--- config.mk ---
export PLATFORM = sky130hd
export DESIGN_NAME = serial_subtractor_4_bit
export DESIGN_NICKNAME = d
export VERILOG_FILES = /design/src/rtl/serial_subtractor_4_bit_pkg.sv /design/src/rtl/serial_subtractor_4_bit_fullsub.sv /design/src/rtl/serial_subtractor_4_bit.sv
export SDC_FILE = /design/constraint.sdc
export NUM_CORES = 1
export LEC_CHECK = 0
export ABC_AREA = 0
export CAP_MARGIN = 20
export CELL_PAD_IN_SITES_DETAIL_PLACEMENT = 1
export CELL_PAD_IN_SITES_GLOBAL_PLACEMENT = 2
export CORE_MARGIN = 3
export CORE_UTILIZATION = 29
export DETAILED_ROUTE_END_ITERATION = 16
export HOLD_SLACK_MARGIN = 0.02
export PLACE_DENSITY = 0.76
export SETUP_SLACK_MARGIN = 0.3
export SLEW_MARGIN = 10
export SYNTH_ARGS = -nofsm -noshare
export SYNTH_HDL_FRONTEND = slang
export SYNTH_SLANG_ARGS = --single-unit
export TNS_END_PERCENT = 100
--- constraint.sdc ---
create_clock -name clk -period 1.1 [get_ports clk]
set_input_delay 0.165 -clock clk [delete_from_list [all_inputs] [get_ports clk]]
set_output_delay 0.165 -clock clk [all_outputs]
set_load 0.005 [all_outputs]
--- src/rtl/serial_subtractor_4_bit_pkg.sv ---
// Shared definitions for the bit-serial subtractor: FSM state encodings and default width.
package serial_subtractor_4_bit_pkg;

    localparam int SERIAL_SUB_DEFAULT_WIDTH = 4;

    typedef enum logic [1:0] {
        ST_IDLE   = 2'd0,
        ST_SHIFT  = 2'd1,
        ST_FINISH = 2'd2
    } state_e;

endpackage

--- src/rtl/serial_subtractor_4_bit_fullsub.sv ---
// One-bit full subtractor (A - B - Bin) built from gate primitives.
module fullsubtractor_gate_level (
    input  logic A,
    input  logic B,
    input  logic Bin,
    output logic D,
    output logic Bout
);

    wire a_xor_b;
    wire a_n;
    wire a_xnor_b;
    wire brw_gen;
    wire brw_prop;
    wire d_w;
    wire bout_w;

    xor g_axb  (a_xor_b, A, B);
    xor g_diff (d_w, a_xor_b, Bin);
    not g_an   (a_n, A);
    and g_gen  (brw_gen, a_n, B);
    // Incoming borrow passes through only when the two operand bits are equal.
    not g_xn   (a_xnor_b, a_xor_b);
    and g_prop (brw_prop, a_xnor_b, Bin);
    or  g_bout (bout_w, brw_gen, brw_prop);

    assign D    = d_w;
    assign Bout = bout_w;

endmodule

--- src/rtl/serial_subtractor_4_bit.sv ---
// Bit-serial subtractor z = x - y - bin, one bit per clock through a single full-subtract cell.
// Optional signed-overflow output enabled by defining SERIAL_SUB_OVERFLOW_EN.
module serial_subtractor_4_bit
    import serial_subtractor_4_bit_pkg::*;
#(
    parameter int WIDTH = SERIAL_SUB_DEFAULT_WIDTH
) (
    input  logic             clk,
    input  logic             reset,
    input  logic             start,
    input  logic [WIDTH-1:0] x,
    input  logic [WIDTH-1:0] y,
    input  logic             bin,
    output logic             ready,
    output logic             busy,
    output logic             done,
    output logic [WIDTH-1:0] z,
    output logic             bout
`ifdef SERIAL_SUB_OVERFLOW_EN
    ,
    output logic             ovf
`endif
);

    localparam int CNT_W = (WIDTH > 2) ? $clog2(WIDTH) : 1;
    localparam logic [CNT_W-1:0] CNT_LAST = CNT_W'(WIDTH - 1);

    state_e           state_q, state_d;
    logic [WIDTH-1:0] a_q, a_d;
    logic [WIDTH-1:0] b_q, b_d;
    logic [WIDTH-1:0] res_q, res_d;
    logic [WIDTH-1:0] z_q, z_d;
    logic [CNT_W-1:0] cnt_q, cnt_d;
    logic             br_q, br_d;
    logic             bout_q, bout_d;
`ifdef SERIAL_SUB_OVERFLOW_EN
    logic             ovf_q, ovf_d;
`endif

    logic diff_bit;
    logic borrow_bit;

    fullsubtractor_gate_level u_fs (
        .A    (a_q[0]),
        .B    (b_q[0]),
        .Bin  (br_q),
        .D    (diff_bit),
        .Bout (borrow_bit)
    );

    always_comb begin
        state_d = state_q;
        a_d     = a_q;
        b_d     = b_q;
        res_d   = res_q;
        z_d     = z_q;
        cnt_d   = cnt_q;
        br_d    = br_q;
        bout_d  = bout_q;
`ifdef SERIAL_SUB_OVERFLOW_EN
        ovf_d   = ovf_q;
`endif
        case (state_q)
            ST_IDLE: begin
                if (start) begin
                    a_d     = x;
                    b_d     = y;
                    br_d    = bin;
                    cnt_d   = '0;
                    state_d = ST_SHIFT;
                end
            end
            ST_SHIFT: begin
                a_d   = a_q >> 1;
                b_d   = b_q >> 1;
                br_d  = borrow_bit;
                res_d = {diff_bit, res_q[WIDTH-1:1]};
                cnt_d = cnt_q + CNT_W'(1);
                // Publish the result on the final bit so it is already stable while done is high.
                if (cnt_q == CNT_LAST) begin
                    cnt_d   = '0;
                    z_d     = {diff_bit, res_q[WIDTH-1:1]};
                    bout_d  = borrow_bit;
`ifdef SERIAL_SUB_OVERFLOW_EN
                    ovf_d   = br_q ^ borrow_bit;
`endif
                    state_d = ST_FINISH;
                end
            end
            ST_FINISH: begin
                state_d = ST_IDLE;
            end
            default: begin
                state_d = ST_IDLE;
            end
        endcase
    end

    always_ff @(posedge clk or posedge reset) begin
        if (reset) begin
            state_q <= ST_IDLE;
            a_q     <= '0;
            b_q     <= '0;
            res_q   <= '0;
            z_q     <= '0;
            cnt_q   <= '0;
            br_q    <= 1'b0;
            bout_q  <= 1'b0;
`ifdef SERIAL_SUB_OVERFLOW_EN
            ovf_q   <= 1'b0;
`endif
        end else begin
            state_q <= state_d;
            a_q     <= a_d;
            b_q     <= b_d;
            res_q   <= res_d;
            z_q     <= z_d;
            cnt_q   <= cnt_d;
            br_q    <= br_d;
            bout_q  <= bout_d;
`ifdef SERIAL_SUB_OVERFLOW_EN
            ovf_q   <= ovf_d;
`endif
        end
    end

    assign ready = (state_q == ST_IDLE);
    assign busy  = (state_q == ST_SHIFT);
    assign done  = (state_q == ST_FINISH);
    assign z     = z_q;
    assign bout  = bout_q;
`ifdef SERIAL_SUB_OVERFLOW_EN
    assign ovf   = ovf_q;
`endif

endmodule

==> flow_metrics.env <==
export IMPL_avgSynthCellArea_sq_um=12.48
export IMPL_synth_seq_area_share=0.5330
export IMPL_end_kind="register"
export IMPL_antenna_found_initial=0
export IMPL_required_ns=1.32
export IMPL_seq_area_sq_um=526.8
export IMPL_dr_total_vias=832
export IMPL_synth_cells=79
export IMPL_violations="negative setup slack"
export IMPL_pin_count=20
export IMPL_dieArea_sq_um=4135
export IMPL_clk_latency_ns=0.31
export IMPL_ys_types=22
export IMPL_rsz0062_at_grt="true"
export IMPL_fmax_mhz=728.8
export IMPL_p_comb_frac=0.622
export IMPL_p_leak_nw=0.8018
export IMPL_async_flop_share=1.000
export IMPL_slew_headroom=0.8177
export IMPL_synth_edf_count=0
export IMPL_rrSetupSlack_ns=-0.27
export IMPL_drv_slew=0
export IMPL_worst_path_most_repeated_cell="buf_6"
export IMPL_grt_max_degree=22
export IMPL_place_area_sq_um=1458
export IMPL_clock_sinks=21
export IMPL_rr_worst_depth=5
export IMPL_die_height_microns=64.31
export IMPL_status="finished with violations"
export IMPL_wire_per_inst_microns=15.11
export IMPL_drt_antenna_violating_nets=0
export IMPL_worstHoldPathType="in -> async"
export IMPL_grt_first_pass_wirelength_microns=4471
export IMPL_first_pass_iters=4
export IMPL_startpoint_type="register"
export IMPL_finalSetupTns_ns=-4.606
export IMPL_core_area_sq_um=3153
export IMPL_crit_arrival_ns=1.60
export IMPL_timing_rr_start="state_q[1]$_DFFE_PP0P_"
export IMPL_drive_above_1_share=0.5852
export IMPL_peakVddDrop_v=0.0008981
export IMPL_grt_pass1_vias=912
export IMPL_multi_input_area_sq_um=536.8
export IMPL_worst_clock_skew_ns=0.003332
export IMPL_fin_nets=150
export IMPL_hpwl_microns=1706
export IMPL_setup_viol=23
export IMPL_synth_main_ff_cell="dfrtp_1"
export IMPL_power_density_nw_per_um2=2769
export IMPL_switchingPower_mw=1.604
export IMPL_worst_path_largest_cell_delay_ns=0.45
export IMPL_via_per_inst=4.648
export IMPL_fin_crit_ns=1.372
export IMPL_critical_path_class="reg -> reg"
export IMPL_hold_violations=0
export IMPL_hold_buffers=0
export IMPL_total_power_mw=4.653
export IMPL_final_util=0.5329
export IMPL_syn_area_sq_um=985.9
export IMPL_clk_path_buf_depth=2
export IMPL_yosysWarnings=0
export IMPL_initial_core_util=0.3127
export IMPL_fillers=347
export IMPL_htree_levels=1
export IMPL_p_sw_frac=0.3448
export IMPL_die_w_microns=64.31
export IMPL_cts_tree="done"
export IMPL_antenna_cells=0
export IMPL_clkPwrFrac=0.085
export IMPL_cap_violations=0
export IMPL_drcViolationCount=0
export IMPL_layout_cells_non_filler=179
export IMPL_globalplace_congestion=0.7260
export IMPL_setup_ws_ns=-0.2721
export IMPL_drtIter0Drc=28
export IMPL_seq_power_share=0.293
export IMPL_path_max_fanout=6
export IMPL_design_area_sq_um=1680
export IMPL_cts_buffers=3
export IMPL_portBuffers=19
export IMPL_grt_usage=0.1419
export IMPL_synth_nets=93
export IMPL_path_clk_slew_ns=0.13
export IMPL_overflow=0
export IMPL_critPathSlowestCell="dfrtp_2"
export IMPL_p_int_mw=3.049
export IMPL_tightestPinTransition_ns=0.2727
export IMPL_period_share=1.247
export IMPL_row_count=20
export IMPL_numPlacedInstances=154
export IMPL_root_buffer="clkbuf_4"
export IMPL_syn_to_final_growth_pct=70.43
export IMPL_ys_seq_elements=21
export IMPL_wl_microns=2705
export IMPL_path_cells="buf_6, buf_6, buf_6, o21bai_4, a221oi_2"
export IMPL_r2r_end="a_q[2]$_DFFE_PP0P_"
-- cell families (layout without fill, tap and decap cells) --
family / count (synthesis) / count (layout) / synth area share
buffers and inverters: 16 / 71 / 0.08883
flip-flops: 21 / 21 / 0.5330
AO/OA/AOI/OAI: 13 / 14 / 0.1269
adder cells (fa/ha/maj): 2 / 2 / 0.03299
AND/OR/NAND/NOR: 19 / 19 / 0.1282
multiplexers: 8 / 8 / 0.09011
-- how the worst max path moves through the flow --
| stage | startpoint | end | cells past startpoint |
|---|---|---|---|
| 3_5_place_dp | start | b_q[0]$_DFFE_PP0P_ | 4 |
| 6_report | state_q[1]$_DFFE_PP0P_ | a_q[2]$_DFFE_PP0P_ | 5 |
| 2_1_floorplan | b_q[0]$_DFFE_PP0P_ | res_q[3]$_DFFE_PP0N_ | 3 |
| 5_1_grt | state_q[1]$_DFFE_PP0P_ | br_q$_DFFE_PP0P_ | 5 |
| 3_3_place_gp | start | b_q[0]$_DFFE_PP0P_ | 4 |
| 4_1_cts | state_q[1]$_DFFE_PP0P_ | a_q[2]$_DFFE_PP0P_ | 5 |
-- metrics by stage --
stage / setup slack, ns / hold WS (ns)
final: -0.2721 / 0.1771
after global routing: -0.3766 / 0.1684
after CTS: -0.2920 / 0.1737
after detailed placement: -0.2474 / 0.4860
after global placement: -0.2426 / 0.4813
after floorplan: -0.1092 / 0.1415
-- what timing repair did --
action | in CTS | in global routing
setup endpoints to repair | 29 | 29
pin swaps | 7 | 6
buffers inserted | 14 | 6
endpoints found under the hold margin | 0 | 0
resized for setup | 43 | 5
gates cloned | 1 | 0
-- synthesized netlist by cell type (all sizes together), types with 2 or more instances --
master | n | share of area
dfrtp | 21 | 0.53
inv | 10 | 0.038
mux2 | 7 | 0.080
nor2 | 7 | 0.027
a221oi | 5 | 0.044
buf | 5 | 0.047
nor4b | 5 | 0.044
nor2b | 4 | 0.033
a222oi | 2 | 0.020
a22o | 2 | 0.018
a32o | 2 | 0.020
nand2b | 2 | 0.013
-- layer usage --
layer,up-vias,wire (microns),GRT usage
met5,-,0,0
met4,0,0,0.03166
met3,0,116,0.02988
met2,17,1399,0.2487
met1,422,1189,0.1778
li1,393,-,-
-- flip-flops by register name, summed over array words and instances (netlist names) --
name	flops
res_q	3
b_q	4
z	4
br_q	1
bout	1
a_q	4
cnt_q	2
state_q	2
-- cells in the final DEF, fill, tap and decap left out, types with 3 or more instances in the layout --
cell type and n:
a221oi_2 5, mux2_4 5, buf_2 7, buf_4 27, inv_1 7, nor4b_2 3, buf_6 8, clkbuf_4 3
clkdlybuf4s50_1 11, inv_2 3, dfrtp_1 20, nor2_1 6
-- cell type report --
cell class / instances / area share
Sequential cell: 21 / 0.3135
Clock buffer: 4 / 0.01564
Multi-Input combinational cell: 43 / 0.3194
Timing Repair Buffer: 57 / 0.2964
Inverter: 10 / 0.02234
Tap cell: 44 / 0.03276
-- worst max-delay path, delay by kind of cell (launching register included) --
kind / cells / cell delay, ns
buf+inv: 3 / 0.36
compound gates: 2 / 0.47
flops: 1 / 0.45
-- power groups by stage --
stage          combinational, mW  sequential, mW  clock, mW
6_report                    2.89            1.36      0.395
5_1_grt                     3.16            1.41      0.451
4_1_cts                     2.72            1.37      0.410
3_5_place_dp                2.32            1.42          0
3_3_place_gp                2.23            1.40          0
2_1_floorplan               1.47            1.36          0
(Power assumes the default switching activity.)
